==> config.mk <==
export PLATFORM = sky130hd
export DESIGN_NAME = path_delay_probe_flat
export DESIGN_NICKNAME = d
export VERILOG_FILES = /design/src/rtl/pdp_pkg.sv /design/src/rtl/path_delay_probe_if.sv /design/src/rtl/pdp_launch_capture.sv /design/src/rtl/path_delay_probe.sv /design/src/flat_wrapper.sv
export SDC_FILE = /design/constraint.sdc
export NUM_CORES = 1
export LEC_CHECK = 0
export CORE_ASPECT_RATIO = 0.7
export CORE_MARGIN = 2
export CORE_UTILIZATION = 45
export CTS_BUF_LIST = sky130_fd_sc_hd__clkbuf_4
export DETAILED_ROUTE_END_ITERATION = 10
export GPL_TIMING_DRIVEN = 0
export PLACE_DENSITY = 0.74
export SYNTH_ARGS = -nofsm -noshare
export SYNTH_HDL_FRONTEND = slang
export SYNTH_SLANG_ARGS = --single-unit
export TNS_END_PERCENT = 100
==> constraint.sdc <==
create_clock -name clk -period 4.1 [get_ports clk]
set_input_delay 0.615 -clock clk [delete_from_list [all_inputs] [get_ports clk]]
set_output_delay 0.615 -clock clk [all_outputs]
set_load 0.01 [all_outputs]
==> src/rtl/pdp_pkg.sv <==
// Shared types, defaults and helpers for the path delay probe.
// FSM states are plain localparam codes so legacy tools without enum support can still read them.
package pdp_pkg;

  typedef logic [2:0] state_t;

  localparam state_t ST_IDLE    = 3'd0;
  localparam state_t ST_PRESET  = 3'd1;
  localparam state_t ST_LAUNCH  = 3'd2;
  localparam state_t ST_CAPTURE = 3'd3;
  localparam state_t ST_CHECK   = 3'd4;
  localparam state_t ST_DONE    = 3'd5;

  localparam int TRIALS_DEF    = 256;
  localparam int CNT_W_DEF     = 9;
  localparam int SETTLE_DEF    = 8;
  localparam int INVERTING_DEF = 0;

  // Increment that sticks at max_value instead of wrapping.
  function automatic logic [31:0] sat_inc(input logic [31:0] value, input logic [31:0] max_value);
    return (value >= max_value) ? value : value + 32'd1;
  endfunction

endpackage

==> src/rtl/path_delay_probe_if.sv <==
// Run-control handshake between a host and path_delay_probe.
// PATH_DELAY_PROBE_FIRST_FAIL_EN adds the first-failing-trial report signals.
interface path_delay_probe_if #(parameter int CNT_W = 9) ();

  logic             start;
  logic             busy;
  logic             done;
  logic [CNT_W-1:0] fail_count;

`ifdef PATH_DELAY_PROBE_FIRST_FAIL_EN
  logic [CNT_W-1:0] first_fail;
  logic             first_fail_vld;

  modport master (output start, input busy, input done, input fail_count,
                  input first_fail, input first_fail_vld);
  modport slave  (input start, output busy, output done, output fail_count,
                  output first_fail, output first_fail_vld);
`else
  modport master (output start, input busy, input done, input fail_count);
  modport slave  (input start, output busy, output done, output fail_count);
`endif

endinterface

==> src/rtl/pdp_launch_capture.sv <==
// Launch and capture flops bracketing the delay chain under test.
// Both are kept so synthesis cannot merge or retime across the measured arc.
module pdp_launch_capture (
  input  logic clk,
  input  logic rst,
  input  logic launch_d,
  input  logic cap_en,
  input  logic path_out,
  output logic path_in,
  output logic cap_q
);

  (* keep = 1 *) logic launch_q;
  (* keep = 1 *) logic capture_q;

  // path_out is sampled raw: a metastable or late value is exactly what is being measured.
  always_ff @(posedge clk) begin
    if (rst) begin
      launch_q  <= 1'b0;
      capture_q <= 1'b0;
    end else begin
      launch_q <= launch_d;
      if (cap_en) capture_q <= path_out;
    end
  end

  assign path_in = launch_q;
  assign cap_q   = capture_q;

endmodule

==> src/rtl/path_delay_probe.sv <==
// Launch/capture controller: runs TRIALS single-cycle timing trials on a delay chain and counts failures.
// Optional: define PATH_DELAY_PROBE_FIRST_FAIL_EN to report the index of the first failing trial.
module path_delay_probe
  import pdp_pkg::*;
#(
  parameter int TRIALS    = TRIALS_DEF,
  parameter int CNT_W     = CNT_W_DEF,
  parameter int SETTLE    = SETTLE_DEF,
  parameter int INVERTING = INVERTING_DEF
) (
  input  logic                clk,
  input  logic                rst,
  path_delay_probe_if.slave   bus,
  output logic                path_in,
  input  logic                path_out
);

  localparam int SET_W = $clog2(SETTLE + 1);
  localparam logic [SET_W-1:0] SETTLE_LAST = SET_W'(SETTLE - 1);
  localparam logic [CNT_W-1:0] TRIAL_LAST  = CNT_W'(TRIALS - 1);
  localparam logic [31:0]      CNT_MAX     = 32'({CNT_W{1'b1}});
  localparam logic             INV         = (INVERTING != 0);

  state_t           state;
  logic [CNT_W-1:0] trial;
  logic [CNT_W-1:0] fail_count;
  logic [SET_W-1:0] settle_cnt;
  logic             launch_val;
  logic             launch_d;
  logic             cap_en;
  logic             cap_q;
  logic             is_fail;

  // Even trials launch a rising edge, odd trials a falling edge.
  assign launch_val = ~trial[0];
  assign is_fail    = (cap_q != (launch_val ^ INV));
  assign cap_en     = (state == ST_CAPTURE);

  always_comb begin
    launch_d = path_in;
    case (state)
      ST_IDLE:                          launch_d = 1'b0;
      ST_PRESET:                        launch_d = ~launch_val;
      ST_LAUNCH, ST_CAPTURE, ST_CHECK:  launch_d = launch_val;
      default:                          launch_d = path_in;
    endcase
  end

  pdp_launch_capture u_lc (
    .clk      (clk),
    .rst      (rst),
    .launch_d (launch_d),
    .cap_en   (cap_en),
    .path_out (path_out),
    .path_in  (path_in),
    .cap_q    (cap_q)
  );

`ifdef PATH_DELAY_PROBE_FIRST_FAIL_EN
  logic [CNT_W-1:0] first_fail;
  logic             first_fail_vld;
`endif

  always_ff @(posedge clk) begin
    if (rst) begin
      state      <= ST_IDLE;
      trial      <= '0;
      settle_cnt <= '0;
      fail_count <= '0;
`ifdef PATH_DELAY_PROBE_FIRST_FAIL_EN
      first_fail     <= '0;
      first_fail_vld <= 1'b0;
`endif
    end else begin
      case (state)
        ST_IDLE: begin
          if (bus.start) begin
            state      <= ST_PRESET;
            trial      <= '0;
            settle_cnt <= '0;
            fail_count <= '0;
`ifdef PATH_DELAY_PROBE_FIRST_FAIL_EN
            first_fail     <= '0;
            first_fail_vld <= 1'b0;
`endif
          end
        end
        ST_PRESET: begin
          if (settle_cnt == SETTLE_LAST) begin
            settle_cnt <= '0;
            state      <= ST_LAUNCH;
          end else begin
            settle_cnt <= settle_cnt + 1'b1;
          end
        end
        ST_LAUNCH:  state <= ST_CAPTURE;
        ST_CAPTURE: state <= ST_CHECK;
        ST_CHECK: begin
          if (is_fail) begin
            fail_count <= CNT_W'(sat_inc(32'(fail_count), CNT_MAX));
`ifdef PATH_DELAY_PROBE_FIRST_FAIL_EN
            if (!first_fail_vld) begin
              first_fail     <= trial;
              first_fail_vld <= 1'b1;
            end
`endif
          end
          if (trial == TRIAL_LAST) begin
            state <= ST_DONE;
          end else begin
            trial <= trial + 1'b1;
            state <= ST_PRESET;
          end
        end
        ST_DONE: state <= ST_IDLE;
        default: state <= ST_IDLE;
      endcase
    end
  end

  assign bus.busy       = (state != ST_IDLE) && (state != ST_DONE);
  assign bus.done       = (state == ST_DONE);
  assign bus.fail_count = fail_count;

`ifdef PATH_DELAY_PROBE_FIRST_FAIL_EN
  assign bus.first_fail     = first_fail;
  assign bus.first_fail_vld = first_fail_vld;
`else
`endif

endmodule
==> src/flat_wrapper.sv <==
// flat-port wrapper written by rule: the top's interface ports become plain ports
module path_delay_probe_flat import pdp_pkg::*;
#(
  parameter int TRIALS    = TRIALS_DEF,
  parameter int CNT_W     = CNT_W_DEF,
  parameter int SETTLE    = SETTLE_DEF,
  parameter int INVERTING = INVERTING_DEF
)
  (clk, rst, path_in, path_out, bus_start, bus_busy, bus_done, bus_fail_count);
  path_delay_probe_if #(.CNT_W(CNT_W)) bus_i ();
  input  logic clk;
  input  logic rst;
  output logic path_in;
  input  logic path_out;
  input wire logic [$bits(bus_i.start)-1:0] bus_start;
  output wire logic [$bits(bus_i.busy)-1:0] bus_busy;
  output wire logic [$bits(bus_i.done)-1:0] bus_done;
  output wire logic [$bits(bus_i.fail_count)-1:0] bus_fail_count;
  assign bus_i.start = bus_start;
  assign bus_busy = bus_i.busy;
  assign bus_done = bus_i.done;
  assign bus_fail_count = bus_i.fail_count;
  path_delay_probe #(.TRIALS(TRIALS), .CNT_W(CNT_W), .SETTLE(SETTLE), .INVERTING(INVERTING)) u_core (.clk(clk), .rst(rst), .bus(bus_i), .path_in(path_in), .path_out(path_out));
endmodule
==> results of run 1 <==
-- cells in the final DEF (no fill, tap or decap), types with 5 or more instances in the layout --
master and instances:
ha_1 5, xnor2_1 8, nor2_1 25, o21ai_0 6, nor3_1 6, a21oi_1 9, nand2_1 10, a211oi_1 5
mux2i_1 6, clkbuf_1 8, clkdlybuf4s50_1 14, dfxtp_1 27, inv_1 9, nand3_1 10
-- cell type report --
type                       instances  share of cell area (%)
tap                               38                    2.82
sequential                        27                    32.1
inverter                           9                    2.00
timing repair buffer              14                    8.31
buffer                             9                    2.08
clock buffer                       4                    1.78
multi-input combinational        134                    50.9
-- metrics by stage --
step                cell area (um2)  setup WS (ps)  power, mW  hold WS [ps]
floorplan                      1470           1490      0.325           440
global placement               1660           1320      0.342           452
detailed placement             1660           1280      0.346           489
CTS                            1690           1280      0.471           522
global route                   1690           1120      0.491           545
finish                         1690           1270      0.471           523
-- critical path: stages (launching register included) --
cell     delay, ps
dfxtp_1        380
ha_1           250
nand3_1        140
nor2_1         100
and3_1         190
ha_1           190
or4b_4         510
or2_0          210
buf_2          180
or4_1          470
a31oi_1        160
-- power by group --
part	leakage, nW	switching, mW	internal, mW	total (mW)
clock	0.0184	0.0857	0.0449	0.131
sequential	0.218	0.00523	0.267	0.272
combinational	0.317	0.0419	0.0262	0.0681
total	0.553	0.133	0.338	0.471
-- flip-flops by register name (all words and copies together) (netlist names) --
signal	cells
u_core.bus.fail_count	9
u_core.trial	9
u_core.settle_cnt	4
u_core.state	3
u_core.u_lc.cap_q	1
u_core.u_lc.path_in	1
-- layer usage --
| metal | vias up | global-route usage, % | wire (um) |
|---|---|---|---|
| met5 | - | 0 | 0 |
| met1 | 670 | 27.1 | 1780 |
| met3 | 2 | 5.62 | 172 |
| met2 | 38 | 32.1 | 1590 |
| met4 | 0 | 3.14 | 10 |
| li1 | 690 | - | - |
-- worst max path at each step --
stage | start | endpoint | depth (start not counted)
2_1_floorplan | u_core.bus.fail_count[0] | u_core.bus.fail_count[4] | 10
3_3_place_gp | bus_start | u_core.bus.fail_count[2] | 6
3_5_place_dp | bus_start | u_core.bus.fail_count[2] | 6
4_1_cts | u_core.bus.fail_count[0] | u_core.bus.fail_count[4] | 10
5_1_grt | u_core.bus.fail_count[0] | u_core.bus.fail_count[4] | 10
6_report | u_core.bus.fail_count[0] | u_core.bus.fail_count[4] | 10
==> reports/summary.txt, run 1 <==
Status -> completed
Startpoint Class -> flop
Worst VDD drop -> 0.000221 V
FMAX -> 354 MHz
Initial antenna violation count -> 0
Final core utilization -> 53.9%
Post-route DRC -> 0
Synthesized instance count -> 179
Hold_buf cts -> 0
Worst reg2reg path depth -> 10
Clock sinks -> 27
Clock-pin slew on the worst setup and hold paths -> 160 ps
Initial Utilization -> 46.9%
PD cells -> 280 nW/um2
Worst-skew pair later-pin latency -> 340 ps
Setup_tns -> 0 ps
YS warnings -> 0
First-pass GRT wire length -> 5.76 mm
Final worst path period share -> 69.0%
R2r setup slk -> 1270 ps
H-tree levels -> 1
Vias post-DR -> 1,400
Row Count -> 17
Hold Crit Depth -> 2
Slew of the pin with the lowest slew margin -> 896 ps
Final hold vios -> 0
Storage cell area -> 541 um2
Grt total ovfl -> 0
Filler cells -> 291
Die ar. -> 3740 um2
Critical path arrival -> 3110 ps
Share of layout cells above drive strength 1 -> 5.08%
TritonRoute pass-1 iters -> 4
Largest net degree at the start of global routing -> 15
RSZ-0062 raised after global routing -> no
Area Growth Syn to Fin -> 14.8%
CTS tree -> yes
HP Start -> u_core.u_lc.path_in
Tmin final -> 2830 ps
Hpwl dp -> 2.65 mm
Post-CTS Setup Bufs -> 0
Ant diodes -> 0
Pleak -> 0.553 nW
CP Max Fanout -> 9
Clk root buf -> clkbuf_4
Non-filler cells, final -> 235
Reg2reg end -> u_core.bus.fail_count[4]
Final GP Congestion -> 0.949
Nets -> 207
Hold WC Path Type -> reg2reg
Final setup viols -> 0
Multi-input gate area in the final layout -> 858 um2
Endpoint type of the worst setup path -> flop
R2R Path Start -> u_core.bus.fail_count[0]
Antenna Nets Post-Route -> 0
Avg Inst Size Synth -> 8.20 um2
Placed Cells incl. Taps -> 231
Chip height -> 51.8 um
Routed len/inst -> 15.1 um
Vias/cell -> 5.96
Syn_nets -> 188
Routed WL -> 3.55 mm
CTS buffer count -> 3
Max-slew headroom -> 39.8%
Clk_skew -> 4.73 ps
Worst EP required -> 4380 ps
Core Area -> 3130 um2
1st-iter DRT viols -> 149
GRT Util Overall -> 19.9%
WS Path Type -> reg2reg
I/O pin cnt -> 16
Port Buffers -> 14
CTS Buffer Depth -> 2
Total of max-cap violations -> 0
Slew Viols, Final -> 0
Vias in the first global route -> 1,263
Die X -> 72.3 um
Mapped Area -> 1470 um2
Hold Path End -> u_core.u_lc.path_in
Post-CTS Resized -> 0
Note: power is estimated with default switching activity, not from simulation.
==> run 2: changes to the inputs <==
clock period = 2.8 ns   (was 4.1 ns; I/O delays follow)
==> run 2 against run 1 <==
Net effect: via count rose by 1.6%; sequential share of layout area fell by 0.57 points; worst hold slack got worse by 81 ps; non-clock buffer count rose by 2; setup slack got worse by 1200 ps; flip-flop and latch count did not move; global-route usage did not move; clock skew rose by 3.4 ps; core utilization rose by 1.5 points.
==> reports/summary.txt, run 2 (synthesis gave the netlist of run 1 again) <==
Status -> completed
Biggest regs -> u_core.bus.fail_count (9), u_core.trial (9), u_core.settle_cnt (4)
Chip height -> 51.8 um
Worst EP required -> 3080 ps
Placed Cells incl. Taps -> 231
Slowest stage delay, CP -> 550 ps
Slew Viols, Final -> 0
Delay-heaviest family, CP -> simple AND/OR/NAND/NOR gates
Routed len/inst -> 15.1 um
Initial Utilization -> 46.9%
Endpoint type of the worst setup path -> flop
Met2 wire len -> 1.64 mm
WS Path Type -> reg2reg
Row Count -> 17
Max-slew headroom -> 40.1%
1st-iter DRT viols -> 143
Buffers & Inverters on Critical Path -> 1
Die ar. -> 3740 um2
Share of layout cells above drive strength 1 -> 8.54%
GRT Util Overall -> 19.9%
Non-filler cells, final -> 237
I/O pin cnt -> 16
Core Area -> 3130 um2
Final setup viols -> 0
Final GP Congestion -> 0.949
PD cells -> 397 nW/um2
Clk_skew -> 8.15 ps
First-pass GRT wire length -> 5.76 mm
Final core utilization -> 55.4%
Instance count on the critical path -> 10
Ant diodes -> 0
Worst VDD drop -> 0.000322 V
Grt total ovfl -> 0
CP Max Fanout -> 9
Final hold vios -> 0
Final worst slack -> 102 ps
Vias in the first global route -> 1,263
Clk root buf -> clkbuf_4
Area Growth Syn to Fin -> 18.0%
Highest routed layer -> met4
Worst reg2reg path depth -> 10
H-tree levels -> 1
TritonRoute pass-1 iters -> 4
Antenna Nets Post-Route -> 0
Port Buffers -> 14
Vias/cell -> 6.00
DP Worst Slack -> 32.6 ps
Hold Crit Depth -> 2
Critical path arrival -> 2980 ps
Met3 routed WL -> 168 um
Storage cell area -> 546 um2
Largest net degree at the start of global routing -> 15
Vias post-DR -> 1,423
Nets -> 209
Design area -> 1730 um2
Die X -> 72.3 um
Pleak -> 0.564 nW
CP Cell Sequence -> ha_4 > nand3_2 > nor2_2 > and3_1 > ha_1 > or4b_4 > or2_1 > buf_6 > or4_1 > a31oi_1
Hpwl dp -> 2.65 mm
Metal-1 WL -> 1.75 mm
CTS Buffer Depth -> 2
Slew of the pin with the lowest slew margin -> 892 ps
Most frequent cells in the layout -> 25 x dfxtp_1, 24 x nor2_1, 14 x clkdlybuf4s50_1
Final worst path period share -> 96.3%
Clock sinks -> 27
Worst-skew pair later-pin latency -> 340 ps
FMAX -> 371 MHz
Tmin final -> 2700 ps
Routed WL -> 3.57 mm
Filler cells -> 283
Multi-input gate area in the final layout -> 878 um2
Area after DPL -> 1660 um2
CTS buffer count -> 3
Clock-pin slew on the worst setup and hold paths -> 160 ps
Commonest non-fill, non-tap cell in the layout -> dfxtp_1
CTS tree -> yes
Slowest cell on crit path -> or4b_4
Hold WC Path Type -> in2reg
Post-route DRC -> 0
Startpoint Class -> flop
Total of max-cap violations -> 0
Initial antenna violation count -> 0
run 2: cell count changes in the layout (fill, tap and decap cells not counted), sizes merged:
cell  previous run  this run
buf              1         3
run 2: path summary, 6_finish.rpt:
check | to | slack, ps | from
min | u_core.settle_cnt[2] | 440 | rst
max reg2reg | u_core.bus.fail_count[4] | 100 | u_core.bus.fail_count[0]
max | u_core.bus.fail_count[4] | 100 | u_core.bus.fail_count[0]
min reg2reg | u_core.trial[8] | 520 | u_core.trial[8]
run 2: layout make-up:
| cell class | instances | share of cell area, % |
|---|---|---|
| repair buffers | 16 | 8.96 |
| clock buffers | 4 | 1.73 |
| inverters | 9 | 1.95 |
| flip-flops and latches | 27 | 31.5 |
| well taps | 38 | 2.75 |
| plain buffers | 9 | 2.38 |
| multi-input cells | 134 | 50.7 |
run 2: metal layers:
metal  vias up  GRT usage, %
met5         -             0
met4         0          3.14
met3         2          5.62
met2        42          32.1
met1       682          27.1
li1        697             -
run 2: report_power, final:
| part | internal, mW | leakage [nW] | switching (mW) | total (mW) |
|---|---|---|---|---|
| registers | 0.390 | 0.219 | 0.00790 | 0.398 |
| logic | 0.0387 | 0.327 | 0.0612 | 0.0999 |
| clock network | 0.0657 | 0.0184 | 0.123 | 0.189 |
run 2: metrics by stage:
step	setup TNS (ps)	hold WS, ps	power [mW]
after floorplan	0	440	0.475
after global placement	0	452	0.501
after detailed placement	0	489	0.506
after CTS	0	449	0.689
after global routing	-14.9	469	0.718
final	0	442	0.687
run 2: worst reg2reg max path: stages, from the launching register on:
cell,delay [ps]
dfxtp_4,390
ha_4,170
nand3_2,100
nor2_2,60
and3_1,180
ha_1,190
or4b_4,550
or2_1,250
buf_6,140
or4_1,460
a31oi_1,160
run 2: timing repair:
action	CTS	global route
pin swaps	0	3
endpoints found under the setup margin	1	3
resized for setup	1	10
hold buffers	0	0
cloned	0	0
setup buffers	0	2
==> RTL change (flow settings as in run 2) <==
`CNT_W_DEF`: 9 -> 7.
--- a/src/rtl/pdp_pkg.sv
+++ b/src/rtl/pdp_pkg.sv
@@ -14,3 +14,3 @@
   localparam int TRIALS_DEF    = 256;
-  localparam int CNT_W_DEF     = 9;
+  localparam int CNT_W_DEF     = 7;
   localparam int SETTLE_DEF    = 8;
Interface: changed (resized bus_fail_count); port bits go from 16 to 14. No check against the original RTL was run, so the function may have changed too.
==> RTL change against run 2 <==
  * Final area is 17% lower
  * First-iteration DRC count is 36% lower
  * Area after synthesis is 16% lower
  * Maximum frequency is 18% higher
  * Worst setup slack better by 410 ps
  * Synthesized cell count is 18% lower
  * Routed wire length is 26% lower
  * Sequential cell count is 4 lower
  * Total power is 6.7% lower
  * Largest power group unchanged
==> RTL change: results (changes against run 2) <==
qor: final_layout.largestRegisters u_core.bus.fail_count: 7 flops, u_core.trial: 7 flops, u_core.settle_cnt: 4 flops
qor: global_routing.global_route_wire_length_before_repair 4410 microns [-23%]
qor: critical_path.crit_path_max_fanout 10 [+1]
qor: route.dr.first_iter.drc_count 92 [-36%]
qor: final_layout.fraction_of_final_layout_cells_with_drive_strength_greater_than_1 9.76% [+1.2 points]
qor: critical_path.timing.reg2reg.worst_path_depth 5 [-5]
qor: global_routing.grt_max_degree 13 [-2]
qor: placed_design.detailedPlacementHpwl 1990 microns [-25%]
qor: route.routed-via-count 1119 [-21%]
qor: critical_path.rrSetupSlack 880 ps [+780 ps]
qor: hold_path.worst_hold_path.num_cells 2 [unchanged]
qor: critical_path.crit_start u_core.state[1]
qor: logic_synthesis.syn_avg_cell_area 8.35 sq um [+1.8%]
qor: cts.worstSkewPairLatency 310 ps [-30 ps]
qor: critical_path.r2r-end u_core.trial[0]
qor: placed_design.io_buffers 13 [-1]
qor: critical_path.crit_family buffers and inverters
qor: run_status.outcome finished clean
qor: hold_path.holdCritStartpoint u_core.settle_cnt[3]
qor: critical_path.worst_r2r_startpoint u_core.trial[0]
qor: pwr.power.static_leakage 0.456 nW [-19%]
qor: placed_design.finalWeightedCongestion 0.854 [-10%]
qor: run.drv.max_cap_violation_count 0 [unchanged]
qor: timing.clock_skew 2.00 ps [-6.15 ps]
qor: hold_path.min_path_type reg2reg
qor: critical_path.data_arrival_time_of_the_critical_path 1870 ps [-1110 ps]
qor: global_routing.grt.total_usage 18.7% [-1.2 points]
qor: cts.cts.clk_slew.worst_paths 130 ps [-30 ps]
qor: global_routing.number_of_global_route_vias_before_repair 979 [-22%]
qor: timing.worst_slew_margin_rel 66.3% [+26 points]
qor: final_layout.layout.nets 172 [-18%]
qor: critical_path.cpMaxStageDelayCell sky130_fd_sc_hd__clkdlybuf4s50_1
qor: placed_design.place_area 1400 sq um [-15%]
qor: cts.post_cts_resize_count 0 [-1]
qor: hold_path.worstHoldEndpoint u_core.settle_cnt[3]
qor: pwr.p_int 458 uW [-7.4%]
qor: final_layout.fillerInstances 244 [-14%]
qor: critical_path.worst_path_largest_cell_delay 530 ps [-20 ps]
qor: final_layout.n_antenna_cell 0 [unchanged]
qor: route.post_drt_via_cell_ratio 5.65 [-5.9%]
qor: pwr.peakVddDrop 241 uV [-25%]
qor: route.routed_wire_length_per_instance 13.3 microns [-11%]
==> RTL change: cell type report <==
class	count	area share [%]
Timing Repair Buffer	13	9.10
Inverter	5	1.31
Clock buffer	4	2.10
Buffer	8	2.71
Sequential cell	23	32.2
Tap cell	34	2.97
Multi-Input combinational cell	111	49.6
==> RTL change: stage by stage <==
step	hold WS, ps	util [%]
floorplan	455	-
global placement	465	55.3
detailed placement	485	55.3
CTS	502	56.4
global route	526	56.4
finish	501	56.4
==> RTL change: worst min-delay path, cell delays in order, from the launching register on <==
cell                      delay [ps]
sky130_fd_sc_hd__dfxtp_1         330
sky130_fd_sc_hd__o21ai_1          70
sky130_fd_sc_hd__a21oi_1          60
==> RTL change: worst max path at each step <==
stage                            to  slack [ps]  depth (start not counted)
5_1_grt                    bus_busy         400                          3
6_report                   bus_busy         510                          3
3_5_place_dp   u_core.settle_cnt[3]         810                          6
2_1_floorplan       u_core.trial[0]        1120                          5
4_1_cts                    bus_busy         500                          3
3_3_place_gp   u_core.settle_cnt[3]         850                          6
==> RTL change: layer usage <==
layer,up-vias,GRT usage [%],wire length [microns]
li1,573,-,-
met4,0,3.67,10
met2,24,32.4,1200
met1,520,24.1,1300
met5,-,0,0
met3,2,5.18,131
==> RTL change: power by group through the flow <==
stage / sequential, mW / combinational [mW] / clock, mW
floorplan: 0.356 / 0.0874 / 0
global placement: 0.356 / 0.120 / 0
detailed placement: 0.359 / 0.123 / 0
CTS: 0.351 / 0.124 / 0.170
global route: 0.353 / 0.138 / 0.185
finish: 0.351 / 0.123 / 0.166
